==> src/rtl/direction_toggle_pkg.sv <==
// Shared types and constants for the counter control path.
// The FSM state type and the direction encoding are also used by the
// counter-side select mux, so they live here rather than in the top.
package counter_ctrl_pkg;

  typedef enum logic [1:0] {
    IDLE_LOW,
    WAIT_HIGH,
    IDLE_HIGH,
    WAIT_LOW
  } dbnc_state_t;

  // Direction bit meaning as seen by the counter's select input.
  localparam logic DIR_UP   = 1'b0;
  localparam logic DIR_DOWN = 1'b1;

  // Debounce counter width; it has to hold values up to DEBOUNCE_CYCLES-1.
  function automatic int dbnc_cnt_width(input int cycles);
    return (cycles < 1) ? 1 : $clog2(cycles + 1);
  endfunction

endpackage

==> src/rtl/direction_toggle_if.sv <==
// Button-in / direction-out bundle between the panel logic and the toggle.
// The toggled pulse only exists when DIR_TOGGLE_PULSE_EN is defined.
interface direction_toggle_if;

  logic button;
  logic select;
  logic button_level;
`ifdef DIR_TOGGLE_PULSE_EN
  logic toggled;
`endif

  // Side that owns the raw button and consumes the direction.
  modport master (
    output button,
    input  select,
    input  button_level
`ifdef DIR_TOGGLE_PULSE_EN
   ,input  toggled
`endif
  );

  // The direction_toggle block itself.
  modport slave (
    input  button,
    output select,
    output button_level
`ifdef DIR_TOGGLE_PULSE_EN
   ,output toggled
`endif
  );

endinterface

==> src/rtl/direction_toggle_sync.sv <==
// Generic multi-flop synchroniser for a single asynchronous input bit.
// All stages clear to 0; q is the last stage.
module bit_synchronizer #(
  parameter int STAGES = 2
) (
  input  logic clk,
  input  logic clear,
  input  logic d,
  output logic q
);

  logic [STAGES-1:0] chain;

  // Shift the raw input through the flop chain.
  always_ff @(posedge clk or posedge clear) begin
    if (clear) chain <= '0;
    else       chain <= {chain[STAGES-2:0], d};
  end

  assign q = chain[STAGES-1];

endmodule

==> src/rtl/direction_toggle.sv <==
// Push-button direction toggle: synchronise, debounce, flip the direction
// bit once per accepted press. Releases only update button_level.
// Optional feature macro: DIR_TOGGLE_PULSE_EN adds the toggled pulse output.
//
// state     | meaning
// ----------+-----------------------------------------------------------
// IDLE_LOW  | debounced level 0, waiting for sync_btn to go high
// WAIT_HIGH | sync_btn high, counting toward an accepted press
// IDLE_HIGH | debounced level 1, waiting for sync_btn to go low
// WAIT_LOW  | sync_btn low, counting toward an accepted release
module direction_toggle
  import counter_ctrl_pkg::*;
#(
  parameter int DEBOUNCE_CYCLES = 1000,
  parameter int SYNC_STAGES     = 2
) (
  input logic              clk,
  input logic              clear,
  direction_toggle_if.slave bus
);

  localparam int            CW       = dbnc_cnt_width(DEBOUNCE_CYCLES);
  localparam logic [CW-1:0] CNT_LAST = CW'(DEBOUNCE_CYCLES - 1);

  logic          sync_btn;
  dbnc_state_t   state_q, state_d;
  logic [CW-1:0] cnt_q, cnt_d;
  logic          select_q, select_d;
  logic          level_q, level_d;
`ifdef DIR_TOGGLE_PULSE_EN
  logic          toggled_q, toggled_d;
`endif

  bit_synchronizer #(
    .STAGES (SYNC_STAGES)
  ) u_btn_sync (
    .clk   (clk),
    .clear (clear),
    .d     (bus.button),
    .q     (sync_btn)
  );

  // Debounce FSM: next state, counter and output updates.
  // The counter is zeroed on every WAIT entry, so it never needs to wrap.
  always_comb begin
    state_d  = state_q;
    cnt_d    = cnt_q;
    select_d = select_q;
    level_d  = level_q;
`ifdef DIR_TOGGLE_PULSE_EN
    toggled_d = 1'b0;
`endif
    case (state_q)
      IDLE_LOW: begin
        if (sync_btn) begin
          state_d = WAIT_HIGH;
          cnt_d   = '0;
        end
      end
      WAIT_HIGH: begin
        if (!sync_btn) begin
          state_d = IDLE_LOW;
        end else if (cnt_q == CNT_LAST) begin
          state_d  = IDLE_HIGH;
          level_d  = 1'b1;
          select_d = ~select_q;
`ifdef DIR_TOGGLE_PULSE_EN
          toggled_d = 1'b1;
`endif
        end else begin
          cnt_d = cnt_q + CW'(1);
        end
      end
      IDLE_HIGH: begin
        if (!sync_btn) begin
          state_d = WAIT_LOW;
          cnt_d   = '0;
        end
      end
      WAIT_LOW: begin
        if (sync_btn) begin
          state_d = IDLE_HIGH;
        end else if (cnt_q == CNT_LAST) begin
          state_d = IDLE_LOW;
          level_d = 1'b0;
        end else begin
          cnt_d = cnt_q + CW'(1);
        end
      end
      default: begin
        state_d = IDLE_LOW;
        cnt_d   = '0;
      end
    endcase
  end

  // State, counter and registered outputs; clear forces everything idle.
  always_ff @(posedge clk or posedge clear) begin
    if (clear) begin
      state_q  <= IDLE_LOW;
      cnt_q    <= '0;
      select_q <= DIR_UP;
      level_q  <= 1'b0;
    end else begin
      state_q  <= state_d;
      cnt_q    <= cnt_d;
      select_q <= select_d;
      level_q  <= level_d;
    end
  end

`ifdef DIR_TOGGLE_PULSE_EN
  // One-cycle pulse registered alongside the select flip.
  always_ff @(posedge clk or posedge clear) begin
    if (clear) toggled_q <= 1'b0;
    else       toggled_q <= toggled_d;
  end

  assign bus.toggled = toggled_q;
`endif

  assign bus.select       = select_q;
  assign bus.button_level = level_q;

endmodule

==> src/flat_wrapper.sv <==
// flat-port wrapper written by rule: the top's interface ports become plain ports
module direction_toggle_flat import counter_ctrl_pkg::*;
#(
  parameter int DEBOUNCE_CYCLES = 1000,
  parameter int SYNC_STAGES     = 2
)
  (clk, clear, bus_button, bus_select, bus_button_level);
  direction_toggle_if bus_i ();
  input logic clk;
  input logic clear;
  input wire logic [$bits(bus_i.button)-1:0] bus_button;
  output wire logic [$bits(bus_i.select)-1:0] bus_select;
  output wire logic [$bits(bus_i.button_level)-1:0] bus_button_level;
  assign bus_i.button = bus_button;
  assign bus_select = bus_i.select;
  assign bus_button_level = bus_i.button_level;
  direction_toggle #(.DEBOUNCE_CYCLES(DEBOUNCE_CYCLES), .SYNC_STAGES(SYNC_STAGES)) u_core (.clk(clk), .clear(clear), .bus(bus_i));
endmodule
==> config.mk <==
export PLATFORM = sky130hd
export DESIGN_NAME = direction_toggle_flat
export DESIGN_NICKNAME = d
export VERILOG_FILES = /design/src/rtl/direction_toggle_pkg.sv /design/src/rtl/direction_toggle_if.sv /design/src/rtl/direction_toggle_sync.sv /design/src/rtl/direction_toggle.sv /design/src/flat_wrapper.sv
export SDC_FILE = /design/constraint.sdc
export NUM_CORES = 1
export LEC_CHECK = 0
export ABC_AREA = 1
export CAP_MARGIN = 20
export CORE_MARGIN = 8
export CORE_UTILIZATION = 45
export DETAILED_ROUTE_END_ITERATION = 12
export PLACE_DENSITY = 0.71
export SYNTH_ARGS = -nofsm -noshare
export SYNTH_HDL_FRONTEND = slang
export SYNTH_SLANG_ARGS = --single-unit
==> constraint.sdc <==
create_clock -name clk -period 1.43 [get_ports clk]
set_clock_uncertainty 0.1 [all_clocks]
set_input_delay 0.286 -clock clk [delete_from_list [all_inputs] [get_ports clk]]
set_output_delay 0.286 -clock clk [all_outputs]
set_load 0.05 [all_outputs]
-- Word level (Yosys, flattened, before mapping)
Index checks and enable logic that the tools add are counted.
- bitwise operators: 1
- multiply operators: 0
- shifts and indexed selects: 0
- order comparisons: 0
- reductions and logical operators: 6
- div/mod/pow operators: 0
- eq/ne operators: 12
- add/subtract/negate cells: 1
- multiplexer cells: 18
- operators with widths (kind ; number):
    $mux W10 ; 5
    $pmux W10 S4 ; 1
    $mux W2 ; 6
    $add A10 B1 Y10 const B ; 1
    $eq A10 B10 Y1 const B ; 1
    $ne A2 B2 Y1 const B ; 4
    $pmux W2 S4 ; 1
    $reduce_and A4 Y1 ; 2
    $ne A3 B2 Y1 const B ; 2
    $reduce_and A5 Y1 ; 1
    $eq A2 B2 Y1 const B ; 2
    $mux W1 ; 4
    $ne A2 B1 Y1 const B ; 2
    $reduce_and A3 Y1 ; 1
    $eq A2 B1 Y1 const B ; 1
    $logic_not A2 Y1 ; 1
    $pmux W1 S2 ; 1
    $reduce_bool A2 Y1 ; 1
    $not A1 Y1 ; 1
- word-level logic and storage cells: 43
- flip-flop bits (word level): 16
- memories kept: 0
- latch bits: 0
- ROM bits: 0
- bits of input ports: 3
- memory bits (writable): 0
- output and inout bits: 2

-- Logic depth before layout (Yosys ltp)
- depth after elaboration: 4
- mapped depth: 8

-- Modules after synthesis
From an unflattened synthesis, not the netlist that was laid out.
- cells, all modules: 123
- area, all modules: 899.6 um2
- modules (own cells, without submodules) (module ; times used ; seq. area each (um2) ; area an instance (um2) ; cells each):
    direction_toggle ; 1 ; 350.3 ; 845.8 ; 120
    bit_synchronizer ; 1 ; 50.0 ; 53.8 ; 3

-- Worst setup path before layout
Ideal clock, no wire load.
- path type: reg-to-reg
- from: register u_core.cnt_q[0]
- to: register u_core.cnt_q[3]
- path slack: 42 ps
- arrival time: 1172 ps
- stages on the path, launching flop included: 8
- library setup time: 116 ps
- clock period less this slack: 1388 ps
- cell sequence: dfrtp_1 > ha_1 > nand2_1 > nand3b_2 > nand2_2 > inv_2 > nand2_1 > nand2_1
- longest elaborated chain between the ends: 4
- elaborated cells between the ends (all ways): 6
- those cells by class: add/sub: 1; eq/ne: 1; mux: 4
- ends and longest elaborated chain (element ; line ; source):
    from (decl) ; direction_toggle.sv:27 ; logic [CW-1:0] cnt_q, cnt_d;
    from (signal assigned) ; direction_toggle.sv:106 ; cnt_q <= cnt_d;
    $add A10 B1 Y10 / $eq A10 B10 Y1 (equally long branches) ; - ;
    $mux W10 * ; direction_toggle.sv:63, direction_toggle.sv:83 ;
    $mux W10 (on tied branches) ; direction_toggle.sv:81, direction_toggle.sv:61 ;
    $pmux W10 S4 * ; direction_toggle.sv:53 ; case (state_q)
Mark *: on every way between the ends. The rest lies on a longest branch, timed or not. The select of a mux whose other input is x is not followed.
A chain may end at the register's enable or synchronous reset.

-- Worst setup path after layout
- from: register u_core.cnt_q[3]
- to: register u_core.cnt_q[3]
Same word-level chain as after synthesis.

==> reports/qor.yml <==
syn_inst: 115
status: "complete, no violations"
yosysTopAreaCell: "dfrtp_1"
portBuffers: 4
via_count: 764
yosysTopAreaCellShare: 0.475
drt-pass1-iter-count: 4
cts-htree-levels: 1
root_buffer: "clkbuf_4"
die_width_um: 59.3
p_leak_uw: 0.000563
ios: 5
dp.final_hpwl_um: 1280
drt.antenna.violating_nets: 0
cp_max_fo: 8
wl_per_cell_um: 11.7
seq_area_frac_synth: 0.475
pwr-share-clk: 0.354
worstReg2RegEnd: "u_core.cnt_q[3]"
fin_area_um2: 1070
first_global_vias: 745
synth_area_leaders: "dfrtp_1 (47%), nand2_1 (22%), nor2_1 (5.8%)"
hold_viol: 0
startpoint: "u_core.cnt_q[3]"
min_period_ns: 1.39
ys_types: 16
wirelength_um: 1840
syn2layout_area_growth_pct: 27.4
grt_setup_unrepaired: "true"
antennaDiodeCount: 0
clkLatencyLatePin_ns: 0.29
cts_tree: "yes"
async_flop_share: 1.00
p_sw_frac: 0.237
synth_top_cells_by_count: "nand2_1 (50), dfrtp_1 (16), nor2_1 (13)"
rrSetupSlack_ns: 0.04
cp.required_ns: 1.52
yosys_register_bits: 16
hold_class: "in -> async"
p_comb_frac: 0.090
gp_congestion: 0.882
avgViaCountPerCell: 4.87
nNetsFinal: 137
drc: 0
cts_sinks: 16
synth.most_common_cell: "nand2_1"
p_per_area_nw_per_um2: 799
post-route-period-util: 0.975
synth_fp_nets: 119
path_clk_slew_ns: 0.10
power_frac_seq: 0.556
critPathLaunchType: "flip-flop"
maxSlewHeadroom: 0.823
antenna_found_initial: 0
synthFlopType: "dfrtp_1"
vdd_ir_drop_max_mv: 0.583
drtIter0Drc: 26
fin_hold_ws_ns: 0.227
tightest_slew_ns: 0.265
synth_area_um2: 843
cts_hold_buf: 0
gr-usage-all-layers: 0.109
drive_gt1_frac: 0.212
grt-ovfl-total: 0
power.internal_uw: 656
timing.fmax_mhz: 717
power_uw: 859
die_h_um: 59.3
rr_startpoint: "u_core.cnt_q[3]"
maxCapViolCount: 0
endpoint_kind: "flip-flop"
coreArea_um2: 1750
placed_area_um2: 995
core.rowCount: 15
synth_edf_count: 0
rr_worst_depth: 8
cp-endpoint: "u_core.cnt_q[3]"
setup_viol: 0
dp_cells: 152
p_switching_uw: 203
dieArea_um2: 3520
synth.avg_cell_area_um2: 7.33
grt_pass1_wl_um: 2950
grt_max_degree: 17
cts_buffers: 3
initial_utilization: 0.483
fin_cells: 157
yosys_warnings: 0
slew_violations: 0
clockBufferDepth: 2
cp.arrival_ns: 1.48
tns_ns: 0
crit_type: "reg -> reg"
## state kept, by name, summed over array words and instances (netlist names), named ones only
signal	count
u_core.u_btn_sync.chain	2
u_core.state_q	1
u_core.bus.select	1
u_core.bus.button_level	1
u_core.cnt_q	10
## per-stage QoR
stage | worst slack (ns) | util
6_report | 0.0352 | 0.616
5_1_grt | -0.0627 | 0.616
4_1_cts | 0.00826 | 0.596
3_5_place_dp | -0.0164 | 0.570
3_3_place_gp | 0.0173 | 0.570
2_1_floorplan | 0.0420 | -
## worst max-delay path, cell delays in order (launching register included)
cell      delay [ns]
dfrtp_1         0.41
inv_1           0.11
nand2_1         0.09
nor2_2          0.14
nand3b_4        0.11
nand2_2         0.17
inv_2           0.05
nand2_1         0.06
nand2_1         0.05
## power by group through the flow
stage	clock network (µW)	registers [µW]	logic, µW
floorplan	0	486	40.5
global placement	0	486	71.5
detailed placement	0	486	73.0
CTS	309	477	73.9
global route	323	479	90.5
finish	304	478	77.5
## cells in the final DEF, fill, tap and decap left out, drive strengths merged
cell type	count
clkdlybuf4s50	2
ha	1
inv	13
xnor2	1
and3	1
nor2	13
clkbuf	4
o21ai	7
dfrtp	16
xor2	2
nand3b	2
nand3	8
nand2	51
buf	11
## final cells by class
| class | count | area [µm²] |
|---|---|---|
| Fill cell | 153 | 671 |
| Multi-Input combinational cell | 86 | 430 |
| Sequential cell | 16 | 400 |
| Timing Repair Buffer | 13 | 128 |
| Inverter | 13 | 48.8 |
| Clock buffer | 4 | 36.3 |
| Tap cell | 25 | 31.3 |
## kinds of logic (layout without fill, tap and decap cells)
| kind of cell | Yosys count | count (layout) | share of synthesized area |
|---|---|---|---|
| and+or+nand+nor | 75 | 75 | 0.371 |
| DFF | 16 | 16 | 0.475 |
| buffers and inverters | 13 | 30 | 0.0579 |
| AOI/OAI and AO/OA | 7 | 7 | 0.0415 |
| xor gates and xnor gates | 3 | 3 | 0.0401 |
| adders and majority gates | 1 | 1 | 0.0148 |
## timing repair
item                       CTS  global route
resized for setup            2             9
setup buffers                0             1
setup endpoints to repair    8            12
pin swaps                    0             1
## routing by layer
layer / global-route usage / vias up / routed length, µm
met5: 0 / - / 0
met4: 0.0751 / 0 / 30
met3: 0.0239 / 5 / 76
met2: 0.185 / 13 / 931
met1: 0.118 / 359 / 805
li1: - / 387 / -
## worst min-delay path by stage
stage          depth (start not counted)  slack, ns                    endpoint
2_1_floorplan                          1        0.1  asynchronous set/reset pin
3_3_place_gp                           0       0.23  u_core.u_btn_sync.chain[1]
3_5_place_dp                           0       0.24  u_core.u_btn_sync.chain[1]
4_1_cts                                3       0.24             u_core.cnt_q[1]
5_1_grt                                3       0.25             u_core.cnt_q[1]
6_report                               3       0.23             u_core.cnt_q[1]
Power figures use the tool's default switching activity.
